File: config.mk
export PLATFORM = sky130hd
export DESIGN_NAME = mem_port_arbiter
export DESIGN_NICKNAME = d
export VERILOG_FILES = /design/src/rtl/mem_arb_pkg.sv /design/src/rtl/mem_arb_pick.sv /design/src/rtl/mem_port_arbiter.sv
export SDC_FILE = /design/constraint.sdc
export NUM_CORES = 1
export LEC_CHECK = 0
export ABC_AREA = 1
export ABC_CLOCK_PERIOD_IN_PS = 1700
export CORE_AREA = 5 5 131 133
export DETAILED_ROUTE_END_ITERATION = 10
export DIE_AREA = 0 0 136 138
export PLACE_DENSITY_LB_ADDON = 0.25
export SLEW_MARGIN = 20
export SYNTH_ARGS = -nofsm -noshare
export SYNTH_HDL_FRONTEND = slang
export SYNTH_HIERARCHICAL = 1
export SYNTH_SLANG_ARGS = --single-unit
File: constraint.sdc
create_clock -name clk -period 1.7 [get_ports clk]
set_input_delay 0.255 -clock clk [delete_from_list [all_inputs] [get_ports clk]]
set_output_delay 0.255 -clock clk [all_outputs]
set_load 0.005 [all_outputs]
File: src/rtl/mem_arb_pkg.sv
// mem_arb_pkg: shared types and constants for the unified-memory port arbiter.
//   state_t  - controller FSM states
//   owner_t  - which requester currently owns the memory bus
//   MODE_WORD - data-memory access mode for a full 32-bit word (LW/SW funct3)
//   CNT_W    - width of the instruction-fetch starvation counter
package mem_arb_pkg;

  typedef enum logic [1:0] {IDLE, BUSY_I, BUSY_D, DONE} state_t;
  typedef enum logic {OWN_I, OWN_D} owner_t;

  localparam logic [2:0] MODE_WORD = 3'b010;
  localparam int         CNT_W     = 4;

endpackage

File: src/rtl/mem_arb_pick.sv
// mem_arb_pick: combinational grant select between fetch (I) and load/store (D).
//   D has priority unless I has already lost MAX_IWAIT arbitrations in a row.
// Ports:
//   i_req, d_req  - pending requests
//   cnt           - current starvation count
//   grant         - some requester wins this arbitration
//   owner         - the winner (only meaningful with grant)
//   cnt_next      - starvation count to store if the grant is taken
module mem_arb_pick
  import mem_arb_pkg::*;
#(
  parameter int MAX_IWAIT = 4
) (
  input  logic             i_req,
  input  logic             d_req,
  input  logic [CNT_W-1:0] cnt,
  output logic             grant,
  output owner_t           owner,
  output logic [CNT_W-1:0] cnt_next
);

  localparam logic [CNT_W-1:0] MAX_C = CNT_W'(MAX_IWAIT);

  logic starved;

  always_comb begin
    starved  = (cnt == MAX_C);
    grant    = i_req | d_req;
    owner    = (d_req && !(i_req && starved)) ? OWN_D : OWN_I;
    cnt_next = cnt;
    if (owner == OWN_I)
      cnt_next = '0;
    else if (i_req && !starved)
      cnt_next = cnt + CNT_W'(1);  // only counts losses I actually suffered
  end

endmodule

File: src/rtl/mem_port_arbiter.sv
// mem_port_arbiter: shares one single-ported unified memory between
// instruction fetch (I) and the memory-stage load/store path (D).
// Every access runs IDLE -> BUSY_x -> DONE -> IDLE; the DONE cycle carries the
// one-cycle ack and never arbitrates, so a request still visible alongside its
// own ack is not serviced twice.
// Ports:
//   clk, rst                        - clock, synchronous active-high reset
//   i_req/i_addr -> i_rdata/i_ack   - fetch request / response
//   d_req/d_we/d_mode/d_addr/d_wdata -> d_rdata/d_ack - load/store request / response
//   mem_req/we/mode/addr/wdata      - registered memory command, held until mem_ready
//   mem_ready/mem_rdata             - memory completion and read data
// Optional: define MEM_PORT_ARBITER_STATS_EN to add stat_i_grants,
//   stat_d_grants and stat_conflicts (wrapping WIDTH-bit counters).
module mem_port_arbiter
  import mem_arb_pkg::*;
#(
  parameter int WIDTH     = 32,
  parameter int MAX_IWAIT = 4
) (
  input  logic             clk,
  input  logic             rst,
  input  logic             i_req,
  input  logic [WIDTH-1:0] i_addr,
  output logic [WIDTH-1:0] i_rdata,
  output logic             i_ack,
  input  logic             d_req,
  input  logic             d_we,
  input  logic [2:0]       d_mode,
  input  logic [WIDTH-1:0] d_addr,
  input  logic [WIDTH-1:0] d_wdata,
  output logic [WIDTH-1:0] d_rdata,
  output logic             d_ack,
  output logic             mem_req,
  output logic             mem_we,
  output logic [2:0]       mem_mode,
  output logic [WIDTH-1:0] mem_addr,
  output logic [WIDTH-1:0] mem_wdata,
  input  logic             mem_ready,
  input  logic [WIDTH-1:0] mem_rdata
`ifdef MEM_PORT_ARBITER_STATS_EN
  ,
  output logic [WIDTH-1:0] stat_i_grants,
  output logic [WIDTH-1:0] stat_d_grants,
  output logic [WIDTH-1:0] stat_conflicts
`endif
);

  state_t           state, state_n;
  logic [CNT_W-1:0] cnt, cnt_n;
  logic             mem_req_n, mem_we_n, i_ack_n, d_ack_n;
  logic [2:0]       mem_mode_n;
  logic [WIDTH-1:0] mem_addr_n, mem_wdata_n, i_rdata_n, d_rdata_n;

  logic             grant;
  owner_t           owner;
  logic [CNT_W-1:0] cnt_pick;

  mem_arb_pick #(.MAX_IWAIT(MAX_IWAIT)) u_pick (
    .i_req    (i_req),
    .d_req    (d_req),
    .cnt      (cnt),
    .grant    (grant),
    .owner    (owner),
    .cnt_next (cnt_pick)
  );

  always_comb begin
    state_n     = state;
    cnt_n       = cnt;
    mem_req_n   = mem_req;
    mem_we_n    = mem_we;
    mem_mode_n  = mem_mode;
    mem_addr_n  = mem_addr;
    mem_wdata_n = mem_wdata;
    i_rdata_n   = i_rdata;
    d_rdata_n   = d_rdata;
    i_ack_n     = 1'b0;
    d_ack_n     = 1'b0;
    unique case (state)
      IDLE: if (grant) begin
        mem_req_n = 1'b1;
        cnt_n     = cnt_pick;
        if (owner == OWN_D) begin
          state_n     = BUSY_D;
          mem_we_n    = d_we;
          mem_mode_n  = d_mode;
          mem_addr_n  = d_addr;
          mem_wdata_n = d_wdata;
        end else begin
          state_n    = BUSY_I;
          mem_we_n   = 1'b0;
          mem_mode_n = MODE_WORD;
          mem_addr_n = i_addr;
        end
      end
      BUSY_I: if (mem_ready) begin
        state_n   = DONE;
        mem_req_n = 1'b0;
        i_rdata_n = mem_rdata;
        i_ack_n   = 1'b1;
      end
      BUSY_D: if (mem_ready) begin
        state_n   = DONE;
        mem_req_n = 1'b0;
        d_ack_n   = 1'b1;
        if (!mem_we) d_rdata_n = mem_rdata;  // stores leave load data untouched
      end
      DONE:    state_n = IDLE;
      default: state_n = IDLE;
    endcase
  end

  always_ff @(posedge clk) begin
    if (rst) begin
      state     <= IDLE;
      cnt       <= '0;
      mem_req   <= 1'b0;
      mem_we    <= 1'b0;
      mem_mode  <= '0;
      mem_addr  <= '0;
      mem_wdata <= '0;
      i_rdata   <= '0;
      d_rdata   <= '0;
      i_ack     <= 1'b0;
      d_ack     <= 1'b0;
    end else begin
      state     <= state_n;
      cnt       <= cnt_n;
      mem_req   <= mem_req_n;
      mem_we    <= mem_we_n;
      mem_mode  <= mem_mode_n;
      mem_addr  <= mem_addr_n;
      mem_wdata <= mem_wdata_n;
      i_rdata   <= i_rdata_n;
      d_rdata   <= d_rdata_n;
      i_ack     <= i_ack_n;
      d_ack     <= d_ack_n;
    end
  end

`ifdef MEM_PORT_ARBITER_STATS_EN
  always_ff @(posedge clk) begin
    if (rst) begin
      stat_i_grants  <= '0;
      stat_d_grants  <= '0;
      stat_conflicts <= '0;
    end else if (state == IDLE) begin
      if (grant && owner == OWN_I) stat_i_grants <= stat_i_grants + WIDTH'(1);
      if (grant && owner == OWN_D) stat_d_grants <= stat_d_grants + WIDTH'(1);
      if (i_req && d_req)          stat_conflicts <= stat_conflicts + WIDTH'(1);
    end
  end
`endif

  // Requesters must hold req and payload until their ack. Violations are
  // undefined behaviour (the FSM still always returns to IDLE), so flag them.
  a_i_hold: assert property (@(posedge clk) disable iff (rst)
    (state == BUSY_I) |-> (i_req && i_addr == mem_addr));
  a_d_hold: assert property (@(posedge clk) disable iff (rst)
    (state == BUSY_D) |-> (d_req && d_addr == mem_addr && d_we == mem_we &&
                           d_mode == mem_mode && d_wdata == mem_wdata));

endmodule
==> metrics.md <==
| Metric | Value |
|---|---|
| H-tree depth | 4 |
| Number of placement rows | 46 |
| Delay of the slowest cell on the worst path | between 0.5 and 0.6 ns |
| Class of the tightest hold or removal check | input pin to flop |
| Sequential cell area fraction in the yosys report | 0.494 |
| Setup Total Neg Slack | 0 ns |
| Critical Path End Type | primary output |
| Power per standard cell area | 1470 nW/um^2 |
| Status | complete, no violations |
| Setup Buffers After CTS | 0 |
| Cell class contributing the biggest share of worst-path delay | buffers and inverters |
| Post-CTS resize count | 0 |
| Type of origin of the critical path | flop |
| Crit path arrival time | 1.36 ns |
| Clock latency on the worst-skew pair | ~0.42 ns |
| Area of the die | 18,800 sq um |
| Number of sinks driven by the clock tree | between 100 and 150 |
| Number of antenna cells inserted | 0 |
| GR Layer Usage met3 | 0.0541 |
| Wirelength, routed | between 15,000 and 20,000 um |
| Number of buffers inserted by hold repair at cts | 0 |
| Die Wd | ~140 um |
| Drt initial violations | between 200 and 300 |
| Global placement routability congestion | roughly 0.74 |
| Worst Max-Slew Pin Slew | 0.419 ns |
| Post-synthesis cell count | between 800 and 900 |
| Overflow after GRT | 0 |
| Share of the synthesized area in the top cell type | 0.494 |
| Critical-path cell list | clkdlybuf4s50_1 |
| Sum of net half-perimeters after detailed placement | about 12,000 um |
| Maximum net fanout on the critical path | 3 |
| Peak supply drop | about 0.82 mV |
| Share of post-route cells with drive strength above 1 | 0.0724 |
| Maximum Capacitance Violations | 0 |
| Main area contributors after synthesis | sky130_fd_sc_hd__dfxtp_1 49%, sky130_fd_sc_hd__nor2_1 18%, sky130_fd_sc_hd__o21ai_0 8.4% |
| Most frequent cell after synthesis | sky130_fd_sc_hd__nor2_1 |
| Syn Std Cell Area | between 5000 and 6000 sq um |
| Top Ports | 272 |
| Leak | slightly above 4 nW |
| Number of buffers inserted by port buffering | about 270 |
| Highest attainable clock frequency | between 0.6 and 0.7 GHz |
| Leading register cell type out of synthesis | sky130_fd_sc_hd__dfxtp_1 |
| Remaining number of nets flagged by the antenna check after routing | 0 |
| Number of global-route vias before repair | roughly 5,400 |
| Period minus WS final | 1.62 ns |
| Worst-path clk slew | 0.06 ns |
| Biggest area consumer among synthesized cells | sky130_fd_sc_hd__dfxtp_1 |
| Count of flip-flops with a built-in enable after synthesis | 0 |
| Mean number of vias per cell | roughly 4.4 |
| First-pass DRT Iterations | 4 |
| Normalized max-slew margin | 0.721 |
| Cts bufs inserted | 17 |
| Worst setup path category | flop to primary output |
| Mean Syn Cell Area | a little over 7 sq um |
| Number of slew-limit violations in the final report | 0 |
| Number of filler cells placed in the layout | 1,461 |
| Routed length per placed instance | approximately 13 um |
| First-pass GRT wire length | approximately 27,000 um |
| Final clock period utilization by the worst path | 0.952 |
| Slowest stage cell, crit path | sky130_fd_sc_hd__clkdlybuf4s50_1 |
| Worst Hold Margin | ~0.37 ns |
| Yosys warns | 6 |
| Floorplan core area | 15,700 sq um |
| Busiest layer in global routing | met2 |
| Post-route DRC violation count | 0 |
| Global routing met2 resource utilization | 0.298 |
| Layout overhead on the synthesized area | 64.4% |
| Net count of the finished layout | between 1,000 and 1,500 |
| Required time of the worst setup path | 1.44 ns |
| Initial cell density of the core | 0.364 |
| CTS tree | yes |
| Hold Violations, Final | 0 |
| Largest clock skew in the final design | between 0.01 and 0.015 ns |
| Die span in y | about 140 um |
| Leading post-synthesis cells by instance count | 276 x sky130_fd_sc_hd__nor2_1, 141 x sky130_fd_sc_hd__dfxtp_1, 125 x sky130_fd_sc_hd__nand2_1, 96 x sky130_fd_sc_hd__o21ai_0, 47 x sky130_fd_sc_hd__inv_1 |
| Synthesized net count | between 900 and 1,000 |
| Gr usage total | 0.178 |
| Number of antenna violations at the first check in global routing | 0 |
| Async S/R FF share, synth | 0 |
| Flip-flop and latch count after synthesis | between 100 and 150 |
| Final setup violating endpoints | 0 |
| Post-synthesis cell type count | 24 |
| Crit path buffers/inverters | 1 |
| DR vias | between 5,000 and 6,000 |
| Met1 routing resource usage after global routing | 0.210 |
| Clock tree root driver cell | sky130_fd_sc_hd__clkbuf_16 |
| Longest Clk Path Bufs | 2 |
| Pin count of the biggest net entering global routing | 65 |
routing by layer:
| metal | share of wire | vias up |
|---|---|---|
| li1 | - | 3040 |
| met1 | 0.41 | 2517 |
| met2 | 0.48 | 206 |
| met3 | 0.087 | 36 |
| met4 | 0.030 | 0 |
| met5 | 0 | - |
through the flow:
stage	worst slack [ns]	util	cell area, sq um	cells	total power (W)
after floorplan	0.0604	-	5720	802	0.00719
after global placement	-0.0607	0.560	8800	1275	0.0101
after detailed placement	-0.125	0.560	8800	1275	0.0102
after CTS	0.0370	0.598	9400	1307	0.0140
after global routing	-0.000140	0.598	9400	1307	0.0148
final	0.0815	0.598	9400	1307	0.0138
worst reg2reg max path, stage by stage, from the launching register on:
cell and delay, ns:
sky130_fd_sc_hd__dfxtp_1 0.34, sky130_fd_sc_hd__inv_1 0.05, sky130_fd_sc_hd__ha_2 0.20, sky130_fd_sc_hd__nand4_1 0.09, sky130_fd_sc_hd__nand2_1 0.08, sky130_fd_sc_hd__inv_2 0.10, sky130_fd_sc_hd__inv_4 0.07, sky130_fd_sc_hd__nor2_8 0.14
sky130_fd_sc_hd__inv_2 0.08, sky130_fd_sc_hd__buf_12 0.16, sky130_fd_sc_hd__nor2_1 0.12, sky130_fd_sc_hd__nor2_1 0.06
registers in the layout, indices dropped and copies added (netlist names):
name and cells:
cnt 4, d_ack 1, d_rdata 32, i_ack 1, i_rdata 32, mem_addr 32, mem_mode 3, mem_req 1
mem_wdata 32, mem_we 1, state 2
area by class of cell:
class | count | area, sq um | share of cell area
repair buffers | 304 | 3110 | 0.330
flip-flops and latches | 141 | 2820 | 0.300
multi-input cells | 561 | 2400 | 0.255
clock buffers | 19 | 443 | 0.0471
well taps | 216 | 270 | 0.0288
inverters | 53 | 204 | 0.0217
clock inverters | 13 | 153 | 0.0162
where the power goes:
| part | internal, W | switching [W] |
|---|---|---|
| logic | 0.00294 | 0.00249 |
| registers | 0.00421 | 0.000435 |
| clock network | 0.00223 | 0.00150 |
| total | 0.00938 | 0.00443 |
path summary, 6_finish.rpt:
| path | cells after the start | from | slack [ns] | endpoint |
|---|---|---|---|---|
| worst max-delay path | 1 | mem_we | 0.08 | mem_we |
| worst min-delay path | 5 | rst | 0.37 | d_rdata[23] |
| worst max register to register | 11 | cnt[0] | 0.11 | mem_wdata[24] |
| worst min register to register | 2 | mem_mode[2] | 0.47 | mem_mode[2] |
kinds of logic (layout without fill, tap and decap cells):
family | count (synthesis) | in the layout | synth area share
and+or+nand+nor | 446 | 446 | 0.310
DFF | 141 | 141 | 0.494
AOI/OAI and AO/OA | 108 | 108 | 0.0946
buffers and inverters | 100 | 389 | 0.0867
adders and majority gates | 7 | 7 | 0.0153
layout by cell type (no fill, tap or decap), drive strengths merged:
master / instances
nor2: 279
clkdlybuf4s50: 270
dfxtp: 141
nand2: 127
o21ai: 103
inv: 59
nand3: 36
buf: 34
clkbuf: 19
ha: 7
a21oi: 5
clkinvlp: 4
nand4: 2
bufinv: 2
clkinv: 1
nor3: 1
or2: 1
(Power assumes the default switching activity.)
